File: src/rtl/alarm_pkg.sv
// Shared definitions for the alarm front-panel controller: FSM states,
// BCD digit limits and edit_sel display codes.
package alarm_pkg;

  typedef enum logic [3:0] {
    IDLE,
    T_HR,
    T_MIN,
    T_LOAD,
    A_HR,
    A_MIN,
    A_LOAD,
    SNZ_STOP,
    SNZ_LOAD
  } state_t;

  localparam logic [1:0] HR_MAX_T  = 2'd2;
  localparam logic [3:0] HR_MAX_U  = 4'd3;
  localparam logic [2:0] MIN_MAX_T = 3'd5;
  localparam logic [3:0] DIGIT_MAX = 4'd9;

  localparam logic [1:0] SEL_NONE = 2'd0;
  localparam logic [1:0] SEL_HR   = 2'd1;
  localparam logic [1:0] SEL_MIN  = 2'd2;

endpackage

File: src/rtl/bcd_time_inc.sv
// Combinational BCD HH:MM + 0..9 minutes; the minute overflow ripples into
// the hours only when carry_to_hour is set. Hours wrap 23 -> 00.
module bcd_time_inc
  import alarm_pkg::*;
(
  input  logic [1:0] hr1,
  input  logic [3:0] hr0,
  input  logic [2:0] min1,
  input  logic [3:0] min0,
  input  logic [3:0] inc,
  input  logic       carry_to_hour,
  output logic [1:0] sum_hr1,
  output logic [3:0] sum_hr0,
  output logic [2:0] sum_min1,
  output logic [3:0] sum_min0
);

  logic [4:0] m0_sum;
  logic       c0;
  logic       c1;

  always_comb begin
    m0_sum   = {1'b0, min0} + {1'b0, inc};
    c0       = (m0_sum > {1'b0, DIGIT_MAX});
    sum_min0 = c0 ? 4'(m0_sum - 5'd10) : m0_sum[3:0];

    c1       = 1'b0;
    sum_min1 = min1;
    if (c0) begin
      if (min1 >= MIN_MAX_T) begin
        sum_min1 = '0;
        c1       = 1'b1;
      end else begin
        sum_min1 = min1 + 3'd1;
      end
    end

    sum_hr1 = hr1;
    sum_hr0 = hr0;
    if (c1 && carry_to_hour) begin
      if (hr1 == HR_MAX_T && hr0 >= HR_MAX_U) begin
        sum_hr1 = '0;
        sum_hr0 = '0;
      end else if (hr0 >= DIGIT_MAX) begin
        sum_hr1 = hr1 + 2'd1;
        sum_hr0 = '0;
      end else begin
        sum_hr0 = hr0 + 4'd1;
      end
    end
  end

endmodule

File: src/rtl/alarm_set_ctrl.sv
// Front-panel sequencer for alarm_clock: time/alarm editing, alarm enable
// toggle and snooze re-arm, driven by single-cycle button pulses.
module alarm_set_ctrl
  import alarm_pkg::*;
#(
  parameter int SNOOZE_MIN = 5
) (
  input  logic       clk,
  input  logic       reset,
  input  logic       btn_mode,
  input  logic       btn_inc,
  input  logic       btn_snooze,
  input  logic       Alarm,
  input  logic [1:0] H_out1,
  input  logic [3:0] H_out0,
  input  logic [2:0] M_out1,
  input  logic [3:0] M_out0,
  output logic [1:0] H_in1,
  output logic [3:0] H_in0,
  output logic [2:0] M_in1,
  output logic [3:0] M_in0,
  output logic       LD_time,
  output logic       LD_alarm,
  output logic       STOP_al,
  output logic       AL_ON,
  output logic [1:0] edit_sel,
  output logic       edit_alarm
);

  state_t     state;
  logic [1:0] sh_h1;
  logic [3:0] sh_h0;
  logic [2:0] sh_m1;
  logic [3:0] sh_m0;

  logic [1:0] add_hr1, sum_hr1;
  logic [3:0] add_hr0, sum_hr0;
  logic [2:0] add_min1, sum_min1;
  logic [3:0] add_min0, sum_min0;
  logic [3:0] add_val;
  logic       add_carry;

  // One adder serves all three uses: in IDLE it precomputes the snooze
  // target; in *_HR it sees MM=59 so a +1 minute rolls exactly one hour.
  always_comb begin
    add_hr1   = H_in1;
    add_hr0   = H_in0;
    add_min1  = M_in1;
    add_min0  = M_in0;
    add_val   = 4'd1;
    add_carry = 1'b0;
    case (state)
      IDLE: begin
        add_hr1   = H_out1;
        add_hr0   = H_out0;
        add_min1  = M_out1;
        add_min0  = M_out0;
        add_val   = 4'(SNOOZE_MIN);
        add_carry = 1'b1;
      end
      T_HR, A_HR: begin
        add_min1  = MIN_MAX_T;
        add_min0  = DIGIT_MAX;
        add_carry = 1'b1;
      end
      default: ;
    endcase
  end

  bcd_time_inc u_inc (
    .hr1           (add_hr1),
    .hr0           (add_hr0),
    .min1          (add_min1),
    .min0          (add_min0),
    .inc           (add_val),
    .carry_to_hour (add_carry),
    .sum_hr1       (sum_hr1),
    .sum_hr0       (sum_hr0),
    .sum_min1      (sum_min1),
    .sum_min0      (sum_min0)
  );

  always_ff @(posedge clk) begin
    if (!reset) begin
      state      <= IDLE;
      H_in1      <= '0;
      H_in0      <= '0;
      M_in1      <= '0;
      M_in0      <= '0;
      sh_h1      <= '0;
      sh_h0      <= '0;
      sh_m1      <= '0;
      sh_m0      <= '0;
      LD_time    <= 1'b0;
      LD_alarm   <= 1'b0;
      STOP_al    <= 1'b0;
      AL_ON      <= 1'b1;
      edit_sel   <= SEL_NONE;
      edit_alarm <= 1'b0;
    end else begin
      LD_time  <= 1'b0;
      LD_alarm <= 1'b0;
      STOP_al  <= 1'b0;
      case (state)
        IDLE: begin
          if (btn_mode) begin
            state    <= T_HR;
            H_in1    <= H_out1;
            H_in0    <= H_out0;
            M_in1    <= M_out1;
            M_in0    <= M_out0;
            edit_sel <= SEL_HR;
          end else if (btn_inc) begin
            state <= IDLE;
          end else if (btn_snooze) begin
            if (Alarm) begin
              state   <= SNZ_STOP;
              STOP_al <= 1'b1;
              H_in1   <= sum_hr1;
              H_in0   <= sum_hr0;
              M_in1   <= sum_min1;
              M_in0   <= sum_min0;
            end else begin
              AL_ON <= ~AL_ON;
            end
          end
        end
        T_HR, A_HR: begin
          if (btn_mode) begin
            state    <= (state == T_HR) ? T_MIN : A_MIN;
            edit_sel <= SEL_MIN;
          end else if (btn_inc) begin
            H_in1 <= sum_hr1;
            H_in0 <= sum_hr0;
          end
        end
        T_MIN, A_MIN: begin
          if (btn_mode) begin
            edit_sel <= SEL_NONE;
            if (state == T_MIN) begin
              state   <= T_LOAD;
              LD_time <= 1'b1;
            end else begin
              state    <= A_LOAD;
              LD_alarm <= 1'b1;
            end
          end else if (btn_inc) begin
            M_in1 <= sum_min1;
            M_in0 <= sum_min0;
          end
        end
        T_LOAD: begin
          state      <= A_HR;
          H_in1      <= sh_h1;
          H_in0      <= sh_h0;
          M_in1      <= sh_m1;
          M_in0      <= sh_m0;
          edit_sel   <= SEL_HR;
          edit_alarm <= 1'b1;
        end
        SNZ_STOP: begin
          state    <= SNZ_LOAD;
          LD_alarm <= 1'b1;
        end
        A_LOAD, SNZ_LOAD: begin
          state      <= IDLE;
          sh_h1      <= H_in1;
          sh_h0      <= H_in0;
          sh_m1      <= M_in1;
          sh_m0      <= M_in0;
          edit_alarm <= 1'b0;
        end
        default: state <= IDLE;
      endcase
    end
  end

endmodule

File: config.mk
export PLATFORM = sky130hd
export DESIGN_NAME = alarm_set_ctrl
export DESIGN_NICKNAME = d
export VERILOG_FILES = /design/src/rtl/alarm_pkg.sv /design/src/rtl/bcd_time_inc.sv /design/src/rtl/alarm_set_ctrl.sv
export SDC_FILE = /design/constraint.sdc
export NUM_CORES = 1
export LEC_CHECK = 0
export ABC_CLOCK_PERIOD_IN_PS = 4050
export BUFFER_PORTS_ARGS = -buffer_cell sky130_fd_sc_hd__buf_2
export CAP_MARGIN = 25
export CORE_MARGIN = 4
export CORE_UTILIZATION = 34
export DETAILED_ROUTE_END_ITERATION = 7
export PLACE_DENSITY = 0.48
export SLEW_MARGIN = 20
export SYNTH_ARGS = -nofsm -noshare
export SYNTH_HDL_FRONTEND = slang
export SYNTH_SLANG_ARGS = --single-unit
File: constraint.sdc
create_clock -name clk -period 4.05 [get_ports clk]
set_input_delay 0.405 -clock clk [delete_from_list [all_inputs] [get_ports clk]]
set_output_delay 0.405 -clock clk [all_outputs]
set_load 0.05 [all_outputs]
# Word-level counts from Yosys, hierarchy flattened
# Cells that the tools add are included.
# W data, S select, Z words.
# totals
register_bits	37
word_cells	134
in_bits	19
output_inout_bits	20
# classes
addsub	5
n_eq_ne	21
n_lt_le_gt_ge	4
reduce_logical	18
bitwise	7
mux	64
# op_table
cell	n
$mux W4	23
$mux W3	11
$mux W2	13
$pmux W4 S3	2
$pmux W4 S5	1
$eq A4 B3 Y1 const B	4
$ne A2 B2 Y1 const B	7
$reduce_and A6 Y1	2
$ne A3 B3 Y1 const B	3
$pmux W3 S3	1
$eq A4 B2 Y1 const B	2
$ne A4 B4 Y1 const B	2
$pmux W2 S4	1
$pmux W4 S2	1
$reduce_and A4 Y1	2
$mux W1	7
$not A1 Y1	7
$pmux W2 S3	1
$pmux W3 S2	1
$reduce_bool A3 Y1	2
$reduce_or A2 Y1	3
$add A4 B3 Y5	1
$gt A5 B4 Y1 const B	1
$reduce_and A5 Y1	1
other kinds (18)	20

# Depth between registers and ports, before layout
# Gate-level depths: netlist (run 1).
# logic_depth
word_depth	13
ltp_mapped	15

# Cells and area by module
# From an unflattened synthesis (run 1), not the netlist that was laid out.
# hier_totals
hier_cells	326
area_unflattened_um2	2678.8
# by_module_without_submodules
module	area_per_inst_um2	seq_area_each_um2	cells_per_inst	instances
alarm_set_ctrl	2113.3	740.7	249	1
bcd_time_inc	565.5	0.0	77	1

# Worst setup path before layout (run 1)
# Ideal clock, no wire load.
# synth_path
path_type	flip-flop to flip-flop
start	register state[1]
end	register H_in0[0]
path_slack_ns	0.938
period_less_slack_ns	3.112
required_time_ns	3.976
t_arrival_ns	3.039
setup_ns	0.074
path_stages_with_launch	15
cell_sequence	dfxtp_1 > buf_2 > or4_4 > buf_2 > o22a_1 > ha_1 > inv_1 > xnor2_1 > ha_1 > o21ai_0 > nand3_1 > o21ai_2 > buf_6 > or4_4 > o211ai_2
# synth_via
elab_chain_cells	13
elab_cells_between_ends	40
cone_classes	add/sub (2); order compare (4); eq/ne (9); mux (18); reduce/logical (7)
# synth_rtl
element	line_no	text
from (decl)	alarm_set_ctrl.sv:30	state_t state;
from (signal assigned)	alarm_set_ctrl.sv:130	state <= (state == T_HR) ? T_MIN : A_MIN;
$eq A4 B1 Y1 or $eq A4 B3 Y1 (tied branches)	alarm_set_ctrl.sv:52, alarm_set_ctrl.sv:104	
$reduce_or A2 Y1	alarm_set_ctrl.sv:52, alarm_set_ctrl.sv:104	
$pmux W4 S2 or $pmux W3 S2 (tied branches)	alarm_set_ctrl.sv:52	case (state)
$add A4 B3 Y5 or $ge A3 B3 Y1 (tied branches)	bcd_time_inc.sv:23, bcd_time_inc.sv:30	
$gt A5 B4 Y1 or $mux W1 (tied branches)	bcd_time_inc.sv:24, bcd_time_inc.sv:30	
$mux W1	bcd_time_inc.sv:29	if (c0) begin
$logic_and A1 B1 Y1	bcd_time_inc.sv:40	if (c1 && carry_to_hour) begin
$mux W4	bcd_time_inc.sv:40	
$mux W4	alarm_set_ctrl.sv:116	if (Alarm) begin
$mux W4	alarm_set_ctrl.sv:115	end else if (btn_snooze) begin
$mux W4	alarm_set_ctrl.sv:113	end else if (btn_inc) begin
$mux W4	alarm_set_ctrl.sv:106	if (btn_mode) begin
$pmux W4 S3	alarm_set_ctrl.sv:104	case (state)
to (signal assigned)	alarm_set_ctrl.sv:109	H_in0 <= H_out0;
to (signal assigned)	alarm_set_ctrl.sv:120	H_in0 <= sum_hr0;
to (signal assigned)	alarm_set_ctrl.sv:134	H_in0 <= sum_hr0;
to (decl)	alarm_set_ctrl.sv:19	output logic [3:0] H_in0,
# Parallel ways exist; a longest one is shown, timed or not. The select of a mux whose other input is x is not followed.
# A chain may end at the register's enable or synchronous reset.

# Worst setup path in the final report (run 1)
# layout_path
start	register state[0]
end	register H_in0[1]
# Same word-level chain as after synthesis.

==> metrics.md, run 1 <==
| Metric | Value |
|---|---|
| Top routing layer in use | met4 |
| CTS tree | yes |
| Initial antenna violation count | 0 |
| Total gr overflow | 0 |
| CTS root buffer | clkbuf_8 |
| R2R setup slack | between 0.6 and 0.7 ns |
| Fin crit share | 0.851 |
| Hold-fix buffers, CTS | 0 |
| DRT Pass-1 Iters | 4 |
| Core ar. | between 8000 and 9000 um2 |
| Combinational share of power | 0.741 |
| Setup WS pre-CTS | roughly 0.68 ns |
| Layout cells sized above 1 | 0.172 |
| Final setup fails | 0 |
| Syn Inst Count | about 370 |
| Post-CTS sizing | 0 |
| FF/Latch Area | 741 um2 |
| Port Buf Inserts | 38 |
| Row cnt | 33 |
| TritonCTS Sinks | 37 |
| Switching share of power | 0.552 |
| Worst slew pin tran | slightly above 0.9 ns |
| Met2 Routed Length | just over 4000 um |
| Area of the multi-input gates | about 2000 um2 |
| Xor/xnor share of the synthesized area | 0.0214 |
| Final Hold Viols | 0 |
| Hold Path Origin | Alarm |
| Commonest non-fill, non-tap cell in the layout | buf_2 |
| Aggregate global-route resource usage | 0.185 |
| WP data arrival | 3.62 ns |
| Synthesized area per cell | just under 8 um2 |
| Maximum vdd ir drop | between 0.0002 and 0.0003 V |
| Post-Syn Area | a little under 3000 um2 |
| CP Launch Type | flip-flop |
| CTS H-Tree Depth | 2 |
| Adder-cell share of the synthesized area | 0.0471 |
| Max_slew headroom | 0.372 |
| Die area | 10100 um2 |
| Synth Flop Type | dfxtp_1 |
| Worst Reg2Reg Path Length in Cells | 13 |
| Most frequent cells in the layout | buf_2, dfxtp_1, nand2_1 |
| Wire length per cell | between 15 and 20 um |
| Post-CTS Repair Setup Buffers | 0 |
| NetSw | approximately 1.8 mW |
| Post-synthesis mux area share | 0.0762 |
| Layout fillers | roughly 900 |
| Die Ht | roughly 100 um |
| Largest net degree at the start of global routing | 40 |
| Final #Nets | roughly 430 |
| Clk network pwr share | 0.086 |
| Final antenna-violating net count | 0 |
| DRC viols | 0 |
| Worst Hold Path EP | STOP_al |
| R2R Path Start | state[0] |
| Final GP Congestion | ~0.96 |
| Vias in the first global route | 2779 |
| Crit path max fanout | 18 |
| EDFF count, synth | 0 |
| Mapped Nets | approximately 400 |
| Worst reg2reg endpoint | H_in0[1] |
| Cts bufs inserted | 5 |
| Setup TNS | 0 ns |
| Final WS setup | about 0.60 ns |
| Top-level I/O count | 39 |
| Clk_skew | roughly 0.013 ns |
| Reg clk slew, reported paths | around 0.070 ns |
| Initial DRC count | 182 |
| Status | complete, no violations |
| Internal | around 1.4 mW |
| Worst endpoint required time | ~4.2 ns |
| Combinational family with the most area after synthesis | compound AO/OA/AOI/OAI gates |
| Routed WL | between 9000 and 10000 um |
| Later-pin clock latency in the skew report | roughly 0.3 ns |
| Complex-gate fraction of the synthesized area | 0.295 |
| Post-synth ARST share | 0 |
| Synth area leader | dfxtp_1 |
| Min Tclk post-route | around 3.4 ns |
| Clock buffer depth | 2 |
| Min-Delay Path Class | input port to flip-flop |
| Leak Pwr | approximately 1.3 nW |
| Synth Area in Simple Gates | 0.250 |
| First-pass GRT wire length | around 15000 um |
| Pwr/cell area | ~970 nW/um2 |
| Routed wl met3 | 417 um |
| Sequential area share after synthesis | 0.253 |
| WL met1 | 4770 um |
| Area delta synth->final | 12.0% |
| Via count | approximately 3000 |
| Synth cell types | 65 |
| RSZ-0062 raised after global routing | no |
| CP Capture Type | flip-flop |
| WHS Path Cells | 2 |
| Synth top area cells | dfxtp_1, mux2i_1, ha_1 |
| # diodes | 0 |
| Yosys top cell area share | 0.253 |
| Vias per Instance | ~5.8 |
| Synth warn | 0 |
| Classification of the worst setup path | flip-flop to flip-flop |
| Maxcap violations | 0 |
| Die W | 101 um |
| #FFs+latches synth | 37 |
| Starting density of the core | 0.352 |
| Dpl hpwl | 6700 um |
| Slew Limit Fails | 0 |
| Peak Freq | between 0.2 and 0.3 GHz |
| Seq pwr share | 0.173 |
| Power after layout | about 3.2 mW |
==> critical path: stages, from the launching register on <==
cell and delay, ns:
dfxtp_1 0.32, or4_4 0.66, clkinv_4 0.20, a22o_4 0.17, ha_1 0.19, inv_1 0.10
xnor2_1 0.27, ha_1 0.20, inv_1 0.04, o21ai_0 0.28, nand3_1 0.14, o21ai_2 0.41
mux2i_1 0.26, o22ai_1 0.09
==> synth_stat cells, drive strengths merged, types with 3 or more instances <==
cell     instances
a211o            4
a211oi           4
a21o             4
a21oi           18
a221oi           7
a22o             3
a22oi            4
a31oi            6
buf             10
clkbuf          14
dfxtp           37
ha              11
inv             13
mux2i           20
nand2           31
nand2b           6
nand3           20
nand3b           4
nor2            28
nor2b           21
nor3            10
nor3b            4
nor4             4
o211ai           4
o21a             4
o21ai           28
o22ai            3
o2bb2ai          4
o31ai            4
or3              3
or4              4
xnor2            4
==> per-layer routing <==
metal  global-route usage  up-vias
met5                    0        -
met4               0.0425        0
met3               0.0277       10
met2                0.282       77
met1                0.273     1388
li1                     -     1451
==> power groups by stage <==
stage	combinational [mW]	clock, mW	sequential, mW
floorplan	1.62	0	0.758
CTS	2.34	0.282	0.550
global route	2.58	0.299	0.563
detailed placement	2.33	0	0.558
global placement	2.35	0	0.559
finish	2.36	0.275	0.551
==> through the flow <==
stage	util	std cells	hold WS, ns	cell area (um2)
after global placement	0.384	500	0.471	3190
after detailed placement	0.384	500	0.483	3190
after floorplan	-	374	0.482	2920
final	0.394	507	0.391	3270
after global routing	0.394	507	0.416	3270
after CTS	0.394	507	0.380	3270
==> state kept, by name (all words and copies together) (netlist names), 3 cells and up <==
signal  flops
H_in0       4
M_in0       4
M_in1       3
sh_h0       4
sh_m0       4
sh_m1       3
state       4
==> layout make-up <==
cell class | instances | area share
multi-input cells | 299 | 0.615
well taps | 105 | 0.0401
repair buffers | 45 | 0.0742
clock buffers | 7 | 0.0264
flip-flops and latches | 37 | 0.226
inverters | 14 | 0.0176
==> logic make-up after synthesis <==
logic type / after synthesis
AND/OR/NAND/NOR: 142
AO/OA/AOI/OAI: 119
buffers and inverters: 38
flip-flops: 37
multiplexers: 22
adder cells (fa/ha/maj): 11
XOR/XNOR: 5
==> worst max path at each step <==
stage	start	end	slack, ns	cells past startpoint
floorplan	state[1]	H_in0[0]	0.94	14
CTS	state[0]	H_in0[1]	0.66	13
finish	state[0]	H_in0[1]	0.60	13
global placement	state[0]	H_in0[1]	0.76	13
detailed placement	state[0]	H_in0[1]	0.68	13
global route	state[0]	H_in0[1]	0.43	13
No activity file was read; power rests on OpenSTA's default activity.
==> inputs of run 2 (changes only) <==
--- a/config.mk
+++ b/config.mk
@@ -12,6 +12,7 @@
 export CORE_UTILIZATION = 34
 export DETAILED_ROUTE_END_ITERATION = 7
 export PLACE_DENSITY = 0.48
+export REMOVE_ABC_BUFFERS = 1
 export SLEW_MARGIN = 20
 export SYNTH_ARGS = -nofsm -noshare
 export SYNTH_HDL_FRONTEND = slang
==> metrics.md, run 2 (synthesis results as in run 1) <==
| Metric | Value |
|---|---|
| Fin cells | 505 (-0.39%) |
| Worst endpoint required time | 4.22 ns (about the same) |
| CTS H-Tree Depth | 2 (unchanged) |
| # diodes | 0 (unchanged) |
| Layout cells sized above 1 | 0.168 (-0.00414) |
| Worst reg2reg endpoint | H_in0[1] |
| R2R Path Start | state[1] |
| Clock buffer depth | 2 (unchanged) |
| Fin crit share | 0.893 (+0.0424) |
| Worst Reg2Reg Path Length in Cells | 13 (unchanged) |
| Post-CTS sizing | 0 (unchanged) |
| Power after layout | 3.17 mW (-0.49%) |
| Top-level I/O count | 39 (unchanged) |
| DRC viols | 0 (unchanged) |
| RSZ-0062 raised after global routing | no |
| CP startpoint | state[1] |
| Aggregate global-route resource usage | 0.178 (-0.00691) |
| Classification of the worst setup path | flip-flop to flip-flop |
| Maxcap violations | 0 (unchanged) |
| Final setup fails | 0 (unchanged) |
| CTS root buffer | clkbuf_8 |
| CP Launch Type | flip-flop |
| Port Buf Inserts | 38 (unchanged) |
| Initial DRC count | 121 (-34%) |
| Routed WL | 8930 um (-4.7%) |
| Min Tclk post-route | 3.62 ns (+0.172 ns) |
| Critical path's largest stage delay | 0.67 ns (about the same) |
| TritonCTS Sinks | 37 (unchanged) |
| CP max stage cell | or4_4 |
| Internal | 1.42 mW (-0.44%) |
| Slew Limit Fails | 0 (unchanged) |
| Clk_skew | 0.00621 ns (-0.00684 ns) |
| Seq pwr share | 0.176 (+0.003) |
| Core ar. | 8300 um2 (unchanged) |
| Die Ht | 101 um (unchanged) |
| Initial antenna violation count | 0 (unchanged) |
| Via count | 2881 (-1.5%) |
| DRT Pass-1 Iters | 5 (+1) |
| Later-pin clock latency in the skew report | 0.29 ns (about the same) |
| Clk network pwr share | 0.089 (+0.003) |
| Switching share of power | 0.552 (about the same) |
| Most frequent cells in the layout | buf_2, dfxtp_1, nand2_1 |
| NetSw | 1.75 mW (-0.54%) |
| Wire length per cell | 17.7 um (-4.3%) |
| Setup TNS | 0 ns (unchanged) |
| Area delta synth->final | 11.5% |
| Post-CTS Repair Setup Buffers | 0 (unchanged) |
| Commonest non-fill, non-tap cell in the layout | buf_2 |
| Vias in the first global route | 2725 (-1.9%) |
| Min-Delay Path Class | input port to flip-flop |
| Dpl hpwl | 6350 um (-5.2%) |
| R2R setup slack | 0.43 ns (-0.17 ns) |
| Pwr/cell area | 973 nW/um2 (about the same) |
| Placed cell count | 498 (-0.40%) |
| CTS tree | yes |
| Max_slew headroom | 0.352 (-0.0199) |
| Final GP Congestion | 0.829 (-13%) |
| First-pass GRT wire length | 14500 um (-2.2%) |
| Final Hold Viols | 0 (unchanged) |
| Die area | 10100 um2 (unchanged) |
| Row cnt | 33 (unchanged) |
| Critical Path End | H_in0[1] |
| Vias per Instance | 5.70 (-1.1%) |
| Reg clk slew, reported paths | 0.08 ns (about the same) |
| Maximum vdd ir drop | 0.000356 V (+33%) |
| CP Capture Type | flip-flop |
| Starting density of the core | 0.352 (unchanged) |
| Largest net degree at the start of global routing | 40 (unchanged) |
| Hold-fix buffers, CTS | 0 (unchanged) |
| WP data arrival | 3.79 ns (+0.17 ns) |
| Final #Nets | 430 (-0.46%) |
| Cts bufs inserted | 5 (unchanged) |
| Combinational share of power | 0.735 (-0.006) |
| Worst slew pin tran | 0.963 ns (+0.0296 ns) |
| Peak Freq | 0.276 GHz (-4.7%) |
| Die W | 101 um (unchanged) |
| Crit path max fanout | 18 (unchanged) |
| Leak Pwr | 1.32 nW (-0.74%) |
| Worst Hold Slack | 0.385 ns (-0.00538 ns) |
| Total gr overflow | 0 (unchanged) |
| Status | complete, no violations |
| Final antenna-violating net count | 0 (unchanged) |
| Critical path, cell by cell | or4_4 -> clkinv_4 -> a22o_4 -> ha_1 -> inv_1 -> xnor2_1 -> ha_1 -> inv_1 -> o21ai_0 -> nand3_1 -> o21ai_2 -> mux2i_1 -> o22ai_1 |
==> run 2: cell types whose count changed in the layout (fill, tap and decap cells not counted), sizes merged <==
| cell | before | now |
|---|---|---|
| buf | 45 | 43 |
==> run 2: how the worst min path moves through the flow <==
stage	from	end	slack, ns	cells past startpoint
2_1_floorplan	reset	AL_ON	0.47	1
4_1_cts	Alarm	STOP_al	0.38	2
6_report	Alarm	STOP_al	0.39	2
5_1_grt	Alarm	STOP_al	0.41	2
3_5_place_dp	AL_ON	AL_ON	0.49	2
3_3_place_gp	AL_ON	AL_ON	0.47	2
==> run 2: critical path: cells and delay by family, from the launching register on <==
family                   cells  cell delay, ns
AO/OA/AOI/OAI                4            1.01
adder cells (fa/ha/maj)      2            0.37
AND/OR/NAND/NOR              2            0.81
XOR/XNOR                     1            0.28
flip-flops                   1            0.40
buffers and inverters        3            0.33
multiplexers                 1            0.27
==> run 2: final cells by class <==
cell class / instances / area (um2)
clock buffer: 7 / 86.3
fill: 861 / 5040
inverter: 14 / 57.6
multi-input combinational: 299 / 2010
sequential: 37 / 741
tap: 105 / 131
timing repair buffer: 43 / 228
==> run 2: power groups by stage <==
stage          registers [mW]  logic [mW]  clock network (mW)
6_report                0.558        2.33               0.282
2_1_floorplan           0.817        1.48                   0
5_1_grt                 0.575        2.56               0.304
3_3_place_gp            0.566        2.30                   0
3_5_place_dp            0.564        2.29                   0
4_1_cts                 0.558        2.31               0.288
==> run 2: through the flow <==
step | setup WS (ns) | util | area [um2]
final | 0.433 | 0.393 | 3260
after global routing | 0.211 | 0.393 | 3260
after CTS | 0.523 | 0.393 | 3260
after detailed placement | 0.539 | 0.382 | 3170
after global placement | 0.657 | 0.382 | 3170
after floorplan | 0.830 | - | 2810
==> run 2: per-layer routing <==
layer / vias to the layer above / share of wire / track usage
met5: - / 0 / 0
li1: 1442 / - / -
met1: 1348 / 0.50 / 0.256
met3: 4 / 0.051 / 0.0353
met4: 0 / 0.0058 / 0.0415
met2: 87 / 0.44 / 0.273
==> inputs of run 3 (changes only) <==
--- a/config.mk
+++ b/config.mk
@@ -10,6 +10,7 @@
 export CAP_MARGIN = 25
 export CORE_MARGIN = 4
 export CORE_UTILIZATION = 34
+export CTS_BUF_LIST = sky130_fd_sc_hd__clkbuf_4 sky130_fd_sc_hd__clkbuf_8
 export DETAILED_ROUTE_END_ITERATION = 7
 export PLACE_DENSITY = 0.48
 export REMOVE_ABC_BUFFERS = 1
==> metrics.md, run 3 (synthesis results as in run 1) <==
| Metric | Value |
|---|---|
| # diodes | 0 (unchanged) |
| Fin crit share | 0.896 (+0.00336) |
| Clk_skew | 0.0146 ns (+0.00835 ns) |
| Core ar. | 8300 um2 (unchanged) |
| Slew Limit Fails | 0 (unchanged) |
| Classification of the worst setup path | flip-flop to flip-flop |
| Final #Nets | 430 (unchanged) |
| Worst slew pin tran | 0.940 ns (-0.0231 ns) |
| Worst Reg2Reg Path Length in Cells | 13 (unchanged) |
| Min-Delay Path Class | input port to flip-flop |
| Initial DRC count | 182 (+50%) |
| Worst endpoint required time | 4.22 ns (about the same) |
| Dpl hpwl | 6350 um (unchanged) |
| Final setup fails | 0 (unchanged) |
| Area delta synth->final | 11.6% |
| Port Buf Inserts | 38 (unchanged) |
| Max_slew headroom | 0.368 (+0.0155) |
| Final antenna-violating net count | 0 (unchanged) |
| Routed WL | 8960 um (+0.36%) |
| Design area | 3260 um2 (+0.12%) |
| Vias per Instance | 5.74 (+0.66%) |
| Crit path max fanout | 18 (unchanged) |
| First-pass GRT wire length | 14500 um (+0.19%) |
| CTS H-Tree Depth | 2 (unchanged) |
| Reg clk slew, reported paths | 0.09 ns (about the same) |
| CP Launch Type | flip-flop |
| DRT Pass-1 Iters | 4 (-1) |
| Power after layout | 3.18 mW (+0.20%) |
| WP data arrival | 3.80 ns (about the same) |
| WHS Path Cells | 2 (unchanged) |
| Hold-fix buffers, CTS | 0 (unchanged) |
| Layout cells sized above 1 | 0.170 (+0.00250) |
| Peak Freq | 0.275 GHz (-0.38%) |
| Fin cells | 505 (unchanged) |
| Via count | 2900 (+0.66%) |
| Commonest non-fill, non-tap cell in the layout | buf_2 |
| Aggregate global-route resource usage | 0.178 (+0.000287) |
| RSZ-0062 raised after global routing | no |
| Row cnt | 33 (unchanged) |
| Post-CTS Repair Setup Buffers | 0 (unchanged) |
| Die Ht | 101 um (unchanged) |
| Area post-placement | 3170 um2 (unchanged) |
| Final GP Congestion | 0.829 (unchanged) |
| Leak Pwr | 1.32 nW (+0.26%) |
| Later-pin clock latency in the skew report | 0.29 ns (about the same) |
| Pwr/cell area | 974 nW/um2 (about the same) |
| Setup TNS | 0 ns (unchanged) |
| Total gr overflow | 0 (unchanged) |
| Largest net degree at the start of global routing | 40 (unchanged) |
| Final Hold Viols | 0 (unchanged) |
| Vias in the first global route | 2719 (-0.22%) |
| CP Capture Type | flip-flop |
| Initial antenna violation count | 0 (unchanged) |
| Die W | 101 um (unchanged) |
| Post-CTS sizing | 0 (unchanged) |
| Wire length per cell | 17.7 um (+0.36%) |
| Clock buffer depth | 2 (unchanged) |
| Starting density of the core | 0.352 (unchanged) |
| CTS root buffer | clkbuf_8 |
| Cts bufs inserted | 5 (unchanged) |
| Placed cell count | 498 (unchanged) |
| Die area | 10100 um2 (unchanged) |
| CTS tree | yes |
| Min Tclk post-route | 3.63 ns (+0.0136 ns) |
| Maxcap violations | 0 (unchanged) |
| Top-level I/O count | 39 (unchanged) |
| TritonCTS Sinks | 37 (unchanged) |
| Status | complete, no violations |
| Most frequent cells in the layout | buf_2, dfxtp_1, nand2_1 |
| Maximum vdd ir drop | 0.000354 V (-0.46%) |
| DRC viols | 0 (unchanged) |
==> run 3: worst paths after layout <==
path	to	slack, ns	startpoint
worst max-delay path	H_in0[1]	0.42	state[1]
worst min-delay path	STOP_al	0.38	Alarm
worst max register to register	H_in0[1]	0.42	state[1]
worst min register to register	AL_ON	0.50	AL_ON
==> run 3: routing by layer <==
layer  global-route usage  part of all wire  vias up
met2                0.270              0.44       90
met4               0.0435            0.0077        0
met1                0.264              0.48     1356
met3               0.0256             0.071        8
met5                    0                 0        -
li1                     -                 -     1446
==> run 3: critical path, stage by stage, from the launching register on <==
cell      delay (ns)
dfxtp_1         0.40
or4_4           0.67
clkinv_4        0.20
a22o_4          0.17
ha_1            0.18
inv_1           0.09
xnor2_1         0.28
ha_1            0.19
inv_1           0.04
o21ai_0         0.30
nand3_1         0.14
o21ai_2         0.46
mux2i_1         0.27
o22ai_1         0.10
==> run 3: stage by stage <==
stage	hold slack (ns)	utilization	setup slack, ns
2_1_floorplan	0.467	-	0.830
3_3_place_gp	0.469	0.382	0.657
3_5_place_dp	0.488	0.382	0.539
4_1_cts	0.380	0.393	0.523
5_1_grt	0.408	0.393	0.211
6_report	0.382	0.393	0.419
==> run 3: where the power goes <==
part / switching, mW / internal [mW] / leakage (nW) / total [mW]
registers: 0.102 / 0.455 / 0.302 / 0.558
logic: 1.50 / 0.828 / 0.974 / 2.33
clock network: 0.145 / 0.142 / 0.0477 / 0.288
==> run 3: cell type report <==
class                           count  area, um2
Clock buffer                        7       90.1
Fill cell                         864       5040
Inverter                           14       57.6
Multi-Input combinational cell    299       2010
Sequential cell                    37        741
Tap cell                          105        131
Timing Repair Buffer               43        228
